`config.mk`:
```
export PLATFORM = sky130hd
export DESIGN_NAME = gcd_host
export DESIGN_NICKNAME = d
export VERILOG_FILES = /design/src/rtl/gcd_pkg.sv /design/src/rtl/gcd_host.sv
export SDC_FILE = /design/constraint.sdc
export NUM_CORES = 1
export LEC_CHECK = 0
export CAP_MARGIN = 0
export CORE_AREA = 2 2 75 95
export CTS_CLUSTER_SIZE = 24
export DETAILED_ROUTE_END_ITERATION = 8
export DIE_AREA = 0 0 77 97
export PLACE_DENSITY_LB_ADDON = 0.2
export REMOVE_ABC_BUFFERS = 1
export SLEW_MARGIN = 20
export SYNTH_ARGS = -nofsm -noshare
export SYNTH_HDL_FRONTEND = slang
export SYNTH_SLANG_ARGS = --single-unit
```
`constraint.sdc`:
```
create_clock -name clk -period 1.72 [get_ports clk]
set_input_delay 0.258 -clock clk [delete_from_list [all_inputs] [get_ports clk]]
set_output_delay 0.258 -clock clk [all_outputs]
set_load 0.005 [all_outputs]
```
`src/rtl/gcd_pkg.sv`:
```
// Shared types and constants for the GCD host/core pairing.
// gcd_ref is a behavioural reference used only by verification models.
package gcd_pkg;

    localparam int GCD_WIDTH = 8;

    typedef enum logic [2:0] {
        ST_IDLE    = 3'd0,
        ST_SEND_A  = 3'd1,
        ST_SEND_B  = 3'd2,
        ST_WAIT    = 3'd3,
        ST_RESP    = 3'd4,
        ST_RECOVER = 3'd5
    } host_state_e;

    function automatic logic [31:0] gcd_ref(input logic [31:0] a, input logic [31:0] b);
        logic [31:0] x;
        logic [31:0] y;
        logic [31:0] t;
        x = a;
        y = b;
        // Euclid on 32-bit values converges well within 48 steps.
        for (int i = 0; i < 48; i++) begin
            if (y != 0) begin
                t = x % y;
                x = y;
                y = t;
            end
        end
        return x;
    endfunction

endpackage

```
`src/rtl/gcd_host.sv`:
```
// Initiator for the serial GCD operand interface: takes a parallel operand pair,
// streams A then B to the core, waits for done under a watchdog, returns the result.
module gcd_host
    import gcd_pkg::*;
#(
    parameter int WIDTH   = GCD_WIDTH,
    parameter int TIMEOUT = 255
) (
    input  logic             clk,
    input  logic             rst,
    input  logic             req_valid,
    output logic             req_ready,
    input  logic [WIDTH-1:0] req_a,
    input  logic [WIDTH-1:0] req_b,
    output logic             rsp_valid,
    input  logic             rsp_ready,
    output logic [WIDTH-1:0] rsp_result,
    output logic             rsp_timeout,
    output logic             gcd_start,
    output logic [WIDTH-1:0] gcd_data_in,
    input  logic [WIDTH-1:0] gcd_result,
    input  logic             gcd_done
);

    localparam int WD_W = $clog2(TIMEOUT + 1);
    localparam logic [WD_W-1:0] WD_LAST = WD_W'(TIMEOUT - 1);

    host_state_e      state_q, state_d;
    logic [WIDTH-1:0] b_q, b_d;
    logic [WD_W-1:0]  wd_q, wd_d;
    logic             used_q, used_d;
    logic             req_ready_q, req_ready_d;
    logic             rsp_valid_q, rsp_valid_d;
    logic [WIDTH-1:0] rsp_result_q, rsp_result_d;
    logic             rsp_timeout_q, rsp_timeout_d;
    logic             gcd_start_q, gcd_start_d;
    logic [WIDTH-1:0] gcd_data_in_q, gcd_data_in_d;

    always_comb begin
        state_d       = state_q;
        b_d           = b_q;
        wd_d          = wd_q;
        used_d        = used_q;
        req_ready_d   = req_ready_q;
        rsp_valid_d   = rsp_valid_q;
        rsp_result_d  = rsp_result_q;
        rsp_timeout_d = rsp_timeout_q;
        gcd_start_d   = gcd_start_q;
        gcd_data_in_d = gcd_data_in_q;
        case (state_q)
            ST_IDLE: begin
                if (req_valid && req_ready_q) begin
                    b_d         = req_b;
                    req_ready_d = 1'b0;
                    // gcd(x,0)=x needs no core round trip.
                    if (req_a == '0 || req_b == '0) begin
                        used_d        = 1'b0;
                        rsp_result_d  = req_a | req_b;
                        rsp_timeout_d = 1'b0;
                        rsp_valid_d   = 1'b1;
                        state_d       = ST_RESP;
                    end else begin
                        used_d        = 1'b1;
                        gcd_start_d   = 1'b1;
                        gcd_data_in_d = req_a;
                        state_d       = ST_SEND_A;
                    end
                end
            end
            ST_SEND_A: begin
                gcd_data_in_d = b_q;
                state_d       = ST_SEND_B;
            end
            ST_SEND_B: begin
                wd_d    = '0;
                state_d = ST_WAIT;
            end
            ST_WAIT: begin
                if (gcd_done || wd_q == WD_LAST) begin
                    rsp_result_d  = gcd_done ? gcd_result : '0;
                    rsp_timeout_d = ~gcd_done;
                    rsp_valid_d   = 1'b1;
                    gcd_start_d   = 1'b0;
                    gcd_data_in_d = '0;
                    state_d       = ST_RESP;
                end else begin
                    wd_d = wd_q + WD_W'(1);
                end
            end
            ST_RESP: begin
                if (rsp_ready) begin
                    rsp_valid_d = 1'b0;
                    if (used_q) begin
                        state_d = ST_RECOVER;
                    end else begin
                        req_ready_d = 1'b1;
                        state_d     = ST_IDLE;
                    end
                end
            end
            ST_RECOVER: begin
                gcd_start_d   = 1'b0;
                gcd_data_in_d = '0;
                req_ready_d   = 1'b1;
                state_d       = ST_IDLE;
            end
            default: begin
                gcd_start_d   = 1'b0;
                gcd_data_in_d = '0;
                rsp_valid_d   = 1'b0;
                req_ready_d   = 1'b1;
                state_d       = ST_IDLE;
            end
        endcase
    end

    always_ff @(posedge clk) begin
        if (rst) begin
            state_q       <= ST_IDLE;
            b_q           <= '0;
            wd_q          <= '0;
            used_q        <= 1'b0;
            req_ready_q   <= 1'b1;
            rsp_valid_q   <= 1'b0;
            rsp_result_q  <= '0;
            rsp_timeout_q <= 1'b0;
            gcd_start_q   <= 1'b0;
            gcd_data_in_q <= '0;
        end else begin
            state_q       <= state_d;
            b_q           <= b_d;
            wd_q          <= wd_d;
            used_q        <= used_d;
            req_ready_q   <= req_ready_d;
            rsp_valid_q   <= rsp_valid_d;
            rsp_result_q  <= rsp_result_d;
            rsp_timeout_q <= rsp_timeout_d;
            gcd_start_q   <= gcd_start_d;
            gcd_data_in_q <= gcd_data_in_d;
        end
    end

    assign req_ready   = req_ready_q;
    assign rsp_valid   = rsp_valid_q;
    assign rsp_result  = rsp_result_q;
    assign rsp_timeout = rsp_timeout_q;
    assign gcd_start   = gcd_start_q;
    assign gcd_data_in = gcd_data_in_q;

endmodule

```
==> reports/results.ini <==
[outcome]
status = completed

[clocking]
clk_pin_slew_worst_paths_ns = 0.08
cts_tree = built
cts_inserted_buffers = 5
cts_htree_levels = 2
clk_path_buf_depth = 2
ctsHoldBuffers = 0
cts_root_buffer = clkbuf_8
clk_latency_ns = 0.29
clock-sinks = 40

[synth]
synth_edf_count = 0
syn_avg_cell_area_um2 = 9.09
ys_seq_elements = 40
async_flop_share_pct = 0
seq_area_frac_synth_pct = 36.1
netlist_instances = 244
synthDistinctLibCells = 49
synth_ff_type = dfxtp_1
yosys_warnings = 0
synth_area_um2 = 2220

[worst_hold_path]
hp-class = register to register
worstHoldStart = gcd_data_in[2]

[global_routing]
gr-usage-met3_pct = 3.36
grt_pass1_wl_um = 9770
met1_usage_pct = 18.6
antenna_found_initial = 0
gr-usage-all-layers_pct = 16.3
top_usage_layer = met2
grt_pass1_vias = 2095
grt_max_degree = 19
use_met2_pct = 29.8
gr-total-overflow = 0

[placement]
pre_cts_slack_ns = -0.176
portBuffers = 48
dp_hpwl_um = 4570
gp_congestion = 0.790

[floorplanning]
io_pins = 49
coreArea_um2 = 6520
die-area_um2 = 7470
initial_core_util_pct = 34.0
rows = 33
die_x_um = 77
die_y_um = 97

[critical_path]
setup.worst_path.start_class = register
worst-endpoint-required_ns = 1.94
crit_family = simple AND/OR/NAND/NOR gates
slowest_delay_ns = 0.31
cp_slowest_cell = dfxtp_1
arrival_ns = 1.85
criticalPathCategory = register to register
cp_cell_sequence = inv_1 > ha_1 > nand4_1 > o211ai_2 > nand2_1 > nor2_4 > buf_12 > mux2i_1
path_buf_inv = 2
worst-path-max-fanout = 8
critPathCaptureType = register
regToRegStartpoint = wd_q[0]
startpoint = wd_q[0]

[sta]
worstMarginPinSlew_ns = 0.529
relSlewSlack_pct = 64.7
worst_slack_ns = 0.0943
fmax_ghz = 0.615
rsz0062_at_grt = false
period_minus_slack_ns = 1.63
setup_viol = 0
clock_skew_ns = 0.00736
final_max_slew_viol_count = 0
finalCritPeriodShare_pct = 94.5
hold_violations = 0

[drt]
drtPass1Iterations = 4
wl_per_cell_um = 13.9
drt-vias-per-instance = 4.85
ant_nets = 0
first_iter_violations = 56
vias = 2042
drc_errors = 0
totalWireLength_um = 5840

[run]
cap_violations = 0

[cells_and_area]
syn_to_final_growth_pct = 46.0
drive_above_1_share_pct = 23.7
nNetsFinal = 364
antennaDiodeCount = 0
finish.utilization_pct = 49.6

[pwr]
vdd_drop_max_mv = 0.558
power.leakage_nw = 1.34
powerDensity_nw_per_um2 = 1210

==> area by class of cell <==
cell class / instances / area, µm²
clock buffer: 7 / 96.3
clock inverter: 1 / 30.0
fill: 667 / 3290
inverter: 2 / 7.51
multi-input combinational: 188 / 1330
sequential: 40 / 801
tap: 87 / 109
timing repair buffer: 96 / 866
==> state kept, by name, indices dropped and copies added, names as in the netlist <==
signal,count
rsp_timeout,1
wd_q,8
gcd_start,1
rsp_result,8
state_q,3
used_q,1
gcd_data_in,8
b_q,8
req_ready,1
rsp_valid,1
==> synth_stat cells, types with 4 or more instances <==
library cell	instances	share of area, %
a21oi_1	8	1.8
nand2b_1	19	5.4
clkbuf_1	6	1.0
dfxtp_1	40	36
o21ai_0	4	0.90
nand4_1	4	1.1
nor2_1	21	3.6
nor4_1	4	1.1
nand2_1	29	4.9
mux2i_1	24	11
nor3_1	12	2.7
xor2_1	4	1.6
mux2_2	8	4.1
a211o_1	8	3.2
==> path summary, 6_finish.rpt <==
path / end / slack [ns] / cells after the start
worst max-delay path: gcd_data_in[4] / 0.09 / 8
worst min-delay path: gcd_data_in[2] / 0.48 / 2
worst max register to register: gcd_data_in[4] / 0.09 / 8
worst min register to register: gcd_data_in[2] / 0.48 / 2
==> placed cells by master, fill, tap and decap left out, types with 3 or more instances in the layout <==
master / instances
clkdlybuf4s50_1: 48
buf_4: 46
nand3_1: 3
nand4_1: 4
dfxtp_1: 40
nand2b_1: 19
a211o_1: 8
xor2_1: 4
a21oi_1: 8
nor2_1: 21
nor3_1: 12
nand2_1: 29
nor4_1: 4
xnor2_1: 3
o21ai_0: 4
mux2_2: 8
nor2_4: 3
clkbuf_8: 7
mux2i_1: 24
==> repair_timing <==
item,in CTS,in global routing
endpoints found under the setup margin,0,18
hold endpoints to repair,0,0
gates resized for setup,0,1
buffers inserted,0,1
==> logic make-up after synthesis <==
logic type               count (synthesis)  share of synthesized area (%)
AND/OR/NAND/NOR                        108                           26.9
flip-flops                              40                           36.1
AO/OA/AOI/OAI                           37                           13.2
multiplexers                            32                           14.9
buffers and inverters                   17                           4.57
XOR/XNOR                                 7                           2.76
adder cells (fa/ha/maj)                  3                           1.58
==> tightest hold or removal path, stage by stage, from the launching register on <==
cell and delay [ns]:
dfxtp_1 0.31, nand2b_1 0.06, mux2i_1 0.06
==> stage by stage <==
step | hold WS [ns] | cell area (µm²) | TNS, ns | total power (W) | cells
floorplan | 0.327 | 2120 | -1.10 | 0.00213 | 229
global placement | 0.460 | 3080 | -3.12 | 0.00300 | 411
detailed placement | 0.460 | 3080 | -2.89 | 0.00300 | 411
CTS | 0.480 | 3210 | 0 | 0.00387 | 419
global route | 0.500 | 3240 | 0 | 0.00415 | 421
finish | 0.475 | 3240 | 0 | 0.00391 | 421
==> power breakdown <==
group / switching [W] / internal, W
clock: 0.000337 / 0.000512
combinational: 0.000728 / 0.00101
sequential: 0.000156 / 0.00116
==> metal layers <==
metal | wire [µm] | share of wire, %
met5 | 0 | 0
met3 | 230 | 3.9
met1 | 2510 | 43
met4 | 98 | 1.7
met2 | 3000 | 51
Note: power is estimated with default switching activity, not from simulation.
